<file path="config.mk">
export PLATFORM = sky130hd
export DESIGN_NAME = bus_dma
export DESIGN_NICKNAME = d
export VERILOG_FILES = /design/src/rtl/bus_dma.sv
export SDC_FILE = /design/constraint.sdc
export NUM_CORES = 1
export LEC_CHECK = 0
export CAP_MARGIN = 20
export CORE_MARGIN = 2
export CORE_UTILIZATION = 60
export CTS_CLUSTER_SIZE = 28
export DETAILED_ROUTE_END_ITERATION = 8
export DONT_BUFFER_PORTS = 1
export GPL_TIMING_DRIVEN = 0
export PLACE_DENSITY_LB_ADDON = 0.15
export SYNTH_ARGS = -nofsm -noshare
export SYNTH_HDL_FRONTEND = slang
export SYNTH_SLANG_ARGS = --single-unit
</file>
<file path="constraint.sdc">
create_clock -name clock -period 3.1 [get_ports clock]
set_clock_uncertainty 0.2 [all_clocks]
set_input_delay 0.62 -clock clock [delete_from_list [all_inputs] [get_ports clock]]
set_output_delay 0.62 -clock clock [all_outputs]
set_load 0.05 [all_outputs]
</file>
<file path="src/rtl/bus_dma.sv">
// Second bus master: copies a block of words between two word addresses, or fills
// a block with a constant. Copy is read-then-write per word; fill writes every cycle.
module bus_dma #(
  parameter int unsigned COUNT_W = 16
) (
  input  logic               clock,
  input  logic               reset,
  input  logic               start,
  input  logic               mode,
  input  logic [29:0]        src_addr,
  input  logic [29:0]        dst_addr,
  input  logic [COUNT_W-1:0] count,
  input  logic [31:0]        fill_value,
  output logic               busy,
  output logic               done,
  output logic [29:0]        bus_addr,
  input  logic [31:0]        bus_data_r,
  output logic [31:0]        bus_data_w,
  output logic [3:0]         bus_mask_w
);

  typedef enum logic [1:0] {
    S_IDLE,
    S_READ,
    S_WRITE,
    S_FINISH
  } state_t;

  state_t             state;
  logic [29:0]        src;
  logic [29:0]        dst;
  logic [COUNT_W-1:0] remaining;
  logic               fill_mode;
  logic [31:0]        data_q;

  logic [29:0] src_inc;
  logic [29:0] dst_inc;

  assign src_inc = src + 30'd1;
  assign dst_inc = dst + 30'd1;

  // Copy data is forwarded straight from the responder's registered read port;
  // the read issued in the Read cycle lands on bus_data_r during Write.
  assign bus_data_w = (state == S_WRITE && !fill_mode) ? bus_data_r : data_q;

  always_ff @(posedge clock or negedge reset) begin
    if (!reset) begin
      state      <= S_IDLE;
      src        <= '0;
      dst        <= '0;
      remaining  <= '0;
      fill_mode  <= 1'b0;
      data_q     <= '0;
      busy       <= 1'b0;
      done       <= 1'b0;
      bus_addr   <= '0;
      bus_mask_w <= '0;
    end else begin
      case (state)
        S_IDLE: begin
          done       <= 1'b0;
          bus_addr   <= '0;
          bus_mask_w <= '0;
          data_q     <= '0;
          if (start) begin
            src       <= src_addr;
            dst       <= dst_addr;
            remaining <= count;
            fill_mode <= mode;
            if (count == '0) begin
              state <= S_FINISH;
              busy  <= 1'b0;
              done  <= 1'b1;
            end else if (mode) begin
              state      <= S_WRITE;
              busy       <= 1'b1;
              bus_addr   <= dst_addr;
              bus_mask_w <= '1;
              data_q     <= fill_value;
            end else begin
              state    <= S_READ;
              busy     <= 1'b1;
              bus_addr <= src_addr;
            end
          end
        end

        S_READ: begin
          state      <= S_WRITE;
          bus_addr   <= dst;
          bus_mask_w <= '1;
        end

        S_WRITE: begin
          dst       <= dst_inc;
          remaining <= remaining - COUNT_W'(1);
          if (!fill_mode) begin
            src <= src_inc;
          end
          if (remaining == COUNT_W'(1)) begin
            state      <= S_FINISH;
            busy       <= 1'b0;
            done       <= 1'b1;
            bus_addr   <= '0;
            bus_mask_w <= '0;
            data_q     <= '0;
          end else if (fill_mode) begin
            bus_addr <= dst_inc;
          end else begin
            state      <= S_READ;
            bus_addr   <= src_inc;
            bus_mask_w <= '0;
          end
        end

        S_FINISH: begin
          state      <= S_IDLE;
          done       <= 1'b0;
          busy       <= 1'b0;
          bus_addr   <= '0;
          bus_mask_w <= '0;
        end

        default: begin
          state      <= S_IDLE;
          busy       <= 1'b0;
          done       <= 1'b0;
          bus_addr   <= '0;
          bus_mask_w <= '0;
        end
      endcase
    end
  end

endmodule

</file>
=== After elaboration in Yosys (flattened, before gate mapping) ===
Index checks and enable logic that the tools add are counted.

* Bits in registers: 147
* Bits of input ports: 144
* Output and inout bits: 68
* Logic and storage cells: 73

* Add/subtract/negate cells: 3
* Equal/unequal tests: 8
* Mux-type cells: 39
* Reductions and logical operators: 13

{| class="wikitable"
|+ Operators by type and width
! cell !! count
|-
| 2-to-1 mux 30 bit || 8
|-
| 2-to-1 mux 32 bit || 5
|-
| one-hot mux 30 bit (2 select lines) || 2
|-
| one-hot mux 30 bit (4 select lines) || 1
|-
| one-hot mux 32 bit (2 select lines) || 1
|-
| adder 30 x 1 -> 30 bit, second input constant || 2
|-
| one-hot mux 16 bit (2 select lines) || 1
|-
| 2-to-1 mux 4 bit || 5
|-
| == test 16 x 1 -> 1 bit, second input constant || 1
|-
| zero test 16 bit || 1
|-
| 2-to-1 mux 16 bit || 1
|-
| one-hot mux 4 bit (4 select lines) || 1
|-
| subtractor 16 x 1 -> 16 bit, second input constant || 1
|-
| 2-to-1 mux 2 bit || 5
|-
| AND reduction 2 bit || 5
|-
| one-hot mux 2 bit (4 select lines) || 1
|-
| 2-to-1 mux 1 bit || 6
|-
| one-hot mux 1 bit (3 select lines) || 2
|-
| AND reduction 3 bit || 2
|-
| == test 2 bit, second input constant || 2
|-
| != test 2 bit, second input constant || 2
|-
| != test 3 x 2 -> 1 bit, second input constant || 1
|-
| nonzero test 3 bit || 1
|-
| == test 2 x 1 -> 1 bit, second input constant || 1
|-
| other kinds (5) || 5
|}

=== Logic depth before layout (Yosys ltp) ===
* Depth after elaboration: 4
* Gate-level depth with buffers: 10
* Mapped depth without buffers: 7

=== Worst setup path after synthesis ===
No wires, ideal clock.

* Kind: register to register
* Start: register remaining[2]
* End: register bus_addr[6]
* Arrival time: 2.479 ns
* Setup slack: 0.297 ns
* Stages on the path, launching flop included: 9
* Path buffers: 2
* Cells stage by stage: dfrtp_1 -> or4_4 -> or4b_4 -> or2_1 -> buf_6 -> and2_4 -> buf_6 -> a21o_1 -> a211o_1

* Cells in the longest elaborated chain, start to end: 3

{| class="wikitable"
|+ RTL lines
! item !! RTL line !! RTL
|-
| start: declaration || 32 || <nowiki>logic [COUNT_W-1:0] remaining;</nowiki>
|-
| start signal: assignment || 68 || <nowiki>remaining <= count;</nowiki>
|-
| start signal: assignment || 96 || <nowiki>remaining <= remaining - COUNT_W'(1);</nowiki>
|-
| == test 16 x 1 -> 1 bit || 100 || <nowiki>if (remaining == COUNT_W'(1)) begin</nowiki>
|-
| 2-to-1 mux 30 bit || 100 ||
|-
| one-hot mux 30 bit (4 select lines) || 59 || <nowiki>case (state)</nowiki>
|-
| end signal: assignment || 77 || <nowiki>bus_addr <= dst_addr;</nowiki>
|-
| end signal: assignment || 108 || <nowiki>bus_addr <= dst_inc;</nowiki>
|-
| end signal: assignment || 111 || <nowiki>bus_addr <= src_inc;</nowiki>
|-
| end: declaration || 16 || <nowiki>output logic [29:0] bus_addr,</nowiki>
|}

No other way between the ends.
A chain may end at the register's enable or synchronous reset.

=== Worst setup path in the final report ===
* Start: register remaining[2]
* End: register bus_addr[10]

The elaborated chain is that of the path after synthesis.

==> results.py <==
metrics = {
    "status": {
        "outcome": "finished, violations left",
        "violations": "design-rule violations, negative hold slack",
    },
    "synthesis": {
        "synth_xor_area_share_pct": 4.439,
        "yosys_warnings": 0,
        "synth_flop_cell": "dfrtp_1",
        "synthSimpleGateAreaFrac_pct": 18.10,
        "synth_top_family_by_area": "compound AO/OA/AOI/OAI gates",
        "synth-seq-cells": 144,
        "synth.distinct_cells": 66,
        "synth-compound-area-share_pct": 23.10,
        "netlist_area_um2": 8682,
        "async_reset_ff_share_pct": 100.0,
        "synth_adder_area_share_pct": 0.5765,
        "synth_mux_area_share_pct": 7.609,
        "synth_edf_count": 0,
        "avgSynthCellArea_um2": 8.877,
        "ys_seq_area_share_pct": 41.50,
        "synthCells": 978,
        "synth.net_count": 1126,
    },
    "placement": {
        "dp.final_hpwl_um": 21120,
        "io_buffer_count": 0,
        "routabilityCongestion": 1.009,
    },
    "final_layout": {
        "drive_above_1_share_pct": 11.31,
        "nNetsFinal": 1152,
        "multi_input_area_um2": 4785,
        "n_fill_cell": 1107,
        "area.sequential_um2": 3605,
        "syn_to_final_growth_pct": 12.19,
        "antenna_cells": 0,
    },
    "sta": {
        "holdWs_ns": -0.3194,
        "fmax_ghz": 0.3265,
        "grt_setup_unrepaired": "true",
        "worst_pin_slew_ns": 0.9699,
        "max-slew-margin-rel_pct": 35.34,
        "timing.final.crit_share_pct": 98.80,
        "final-setup-viol-count": 0,
        "slew_violations": 0,
        "period_minus_slack_ns": 3.063,
        "hold_viol": 144,
    },
    "route": {
        "routed_via_density": 7.066,
        "ant_nets": 0,
        "post_drt_wl_per_cell_um": 24.55,
        "vias": 8458,
        "drtIter0Drc": 1277,
        "route.detailed.drc": 1,
        "firstDrtPassIters": 8,
        "wl_um": 29390,
    },
    "worst_setup_path": {
        "critical_path_class": "reg -> reg",
        "arrival_ns": 3.15,
        "endpoint_kind": "register",
        "critPathMaxFanout": 10,
        "cp.required_ns": 3.18,
        "critPathLaunchType": "register",
    },
    "job": {
        "drv_cap": 0,
    },
    "clocking": {
        "cts_made_buffers": 17,
        "cts_sinks": 144,
        "cts.clk_slew.worst_paths_ns": 0.06,
        "clockBufferDepth": 2,
        "insertion_delay_ns": 0.43,
        "cts_tree": "built",
        "cts-htree-levels": 4,
        "cts_root_buffer": "clkbuf_16",
    },
    "power_and_ir_drop": {
        "powerDensity_nw_per_um2": 1248,
        "p_leak_nw": 3.978,
        "finalPower_mw": 12.15,
        "ir_drop_mv": 0.8326,
    },
    "die": {
        "initial_core_util_pct": 62.07,
        "die_x_um": 124.3,
        "dieArea_um2": 15450,
        "fp.dieH_um": 124.3,
        "rows": 43,
        "coreArea_um2": 13990,
        "io_pins": 212,
    },
    "grt": {
        "grt_pass1_vias": 8048,
        "grt_pass1_wl_um": 44480,
        "grt.total_usage_pct": 37.25,
        "grt.overflow.total": 0,
        "grt_max_degree": 145,
        "antenna_found_initial": 0,
    },
    "min_path": {
        "worstHoldPathType": "in -> async",
    },
}
critical path: stages (launching register included):
cell and delay, ns:
dfrtp_2 0.41, or4_4 0.55, or4b_4 0.53, or2_1 0.25
buf_6 0.14, and2_1 0.12, buf_2 0.18, buf_8 0.18
a21oi_4 0.18, o311ai_2 0.15
timing repair:
item	CTS	global route
buffers inserted	0	6
endpoints found under the setup margin	52	84
endpoints found under the hold margin	144	144
resized for setup	18	33
cloned	0	1
pin swaps	0	1
registers in the layout, summed over array words and instances, names as in the netlist:
name	count
bus_addr	30
bus_mask_w	1
busy	1
data_q	32
done	1
dst	30
fill_mode	1
remaining	16
src	30
state	2
logic make-up (layout without fill, tap and decap cells):
| family | count (synthesis) | count (layout) |
|---|---|---|
| AOI/OAI and AO/OA | 295 | 295 |
| xor gates and xnor gates | 44 | 44 |
| adders and majority gates | 4 | 4 |
| buffers and inverters | 98 | 136 |
| DFF | 144 | 144 |
| muxes | 62 | 62 |
| and+or+nand+nor | 331 | 332 |
cells in the final DEF, fill, tap and decap left out, types with 6 or more instances in the layout:
cell type,count
o21ai_0,71
o22ai_1,14
a31oi_1,15
nand4_1,14
clkbuf_2,10
xor2_1,23
xnor2_1,21
buf_4,10
nor3_1,28
nand2_1,89
mux2i_1,30
clkbuf_1,62
a221oi_1,8
and4_1,8
o22a_1,6
nand3_1,37
clkbuf_16,17
o311ai_1,7
and3_1,13
o211ai_1,6
inv_1,14
dfrtp_1,143
o221ai_1,6
a22o_1,33
mux2_2,32
a221o_1,13
o311ai_0,14
nor4_1,13
nor2_1,99
a21oi_1,50
area by class of cell:
| type | count | area share (%) |
|---|---|---|
| clock inverter | 15 | 2.132 |
| tap | 180 | 2.312 |
| buffer | 83 | 4.008 |
| clock buffer | 17 | 4.367 |
| timing repair buffer | 7 | 0.5138 |
| inverter | 14 | 0.5395 |
| multi-input combinational | 737 | 49.12 |
| sequential | 144 | 37.01 |
synth_stat cells (14+ instances only):
master / count / area share, %
inv_1: 14 / 0.61
o21ai_0: 75 / 4.3
mux2i_1: 30 / 3.5
dfrtp_1: 144 / 42
nand2_1: 89 / 3.8
nor3_1: 29 / 1.7
xnor2_1: 21 / 2.1
clkbuf_1: 74 / 3.2
nor4_1: 14 / 1.0
mux2_2: 32 / 4.2
nand3_1: 37 / 2.1
nor2_1: 100 / 4.3
a31oi_1: 15 / 1.1
o311ai_0: 14 / 1.4
a22o_1: 33 / 3.3
xor2_1: 23 / 2.3
o22ai_1: 14 / 1.0
a21oi_1: 57 / 3.3
nand4_1: 14 / 1.0
per-stage QoR:
| stage | area, um2 | cells | TNS, ns | utilization (%) | worst slack [ns] |
|---|---|---|---|---|---|
| CTS | 9588 | 1190 | -0.2695 | 68.54 | -0.03856 |
| global placement | 8907 | 1158 | -5.034 | 63.68 | -0.2075 |
| finish | 9741 | 1197 | 0 | 69.63 | 0.03713 |
| detailed placement | 8907 | 1158 | -5.623 | 63.68 | -0.2072 |
| floorplan | 8682 | 978 | 0 | - | 0.2966 |
| global route | 9741 | 1197 | -0.02372 | 69.63 | -0.01273 |
power by group:
part,switching [mW],internal [mW]
clock network,0.866,1.36
registers,1.41,2.70
logic,3.93,1.89
final timing paths:
check | to | slack (ns) | cells after the start | start
min reg2reg | remaining[14]$_DFFE_PN0P_ | 0.30 | 1 | remaining[14]$_DFFE_PN0P_
max reg2reg | bus_addr[10]$_DFF_PN0_ | 0.04 | 9 | remaining[2]$_DFFE_PN0P_
max in group asynchronous | dst[24]$_DFFE_PN0P_ | 2.78 | 0 | reset
max | bus_addr[10]$_DFF_PN0_ | 0.04 | 9 | remaining[2]$_DFFE_PN0P_
min in group clock | remaining[2]$_DFFE_PN0P_ | 0.11 | 2 | count[2]
min | data_q[29]$_DFFE_PN0P_ | -0.32 | 0 | reset
metal layers:
layer  vias up  GRT usage [%]  routed length, um
met1      3978          49.16              11130
li1       3687              -                  -
met5         -              0                  0
met3       132          10.57               3800
met2       661          56.93              12950
met4         0          17.65               1506
No activity file was read; power rests on OpenSTA's default activity.
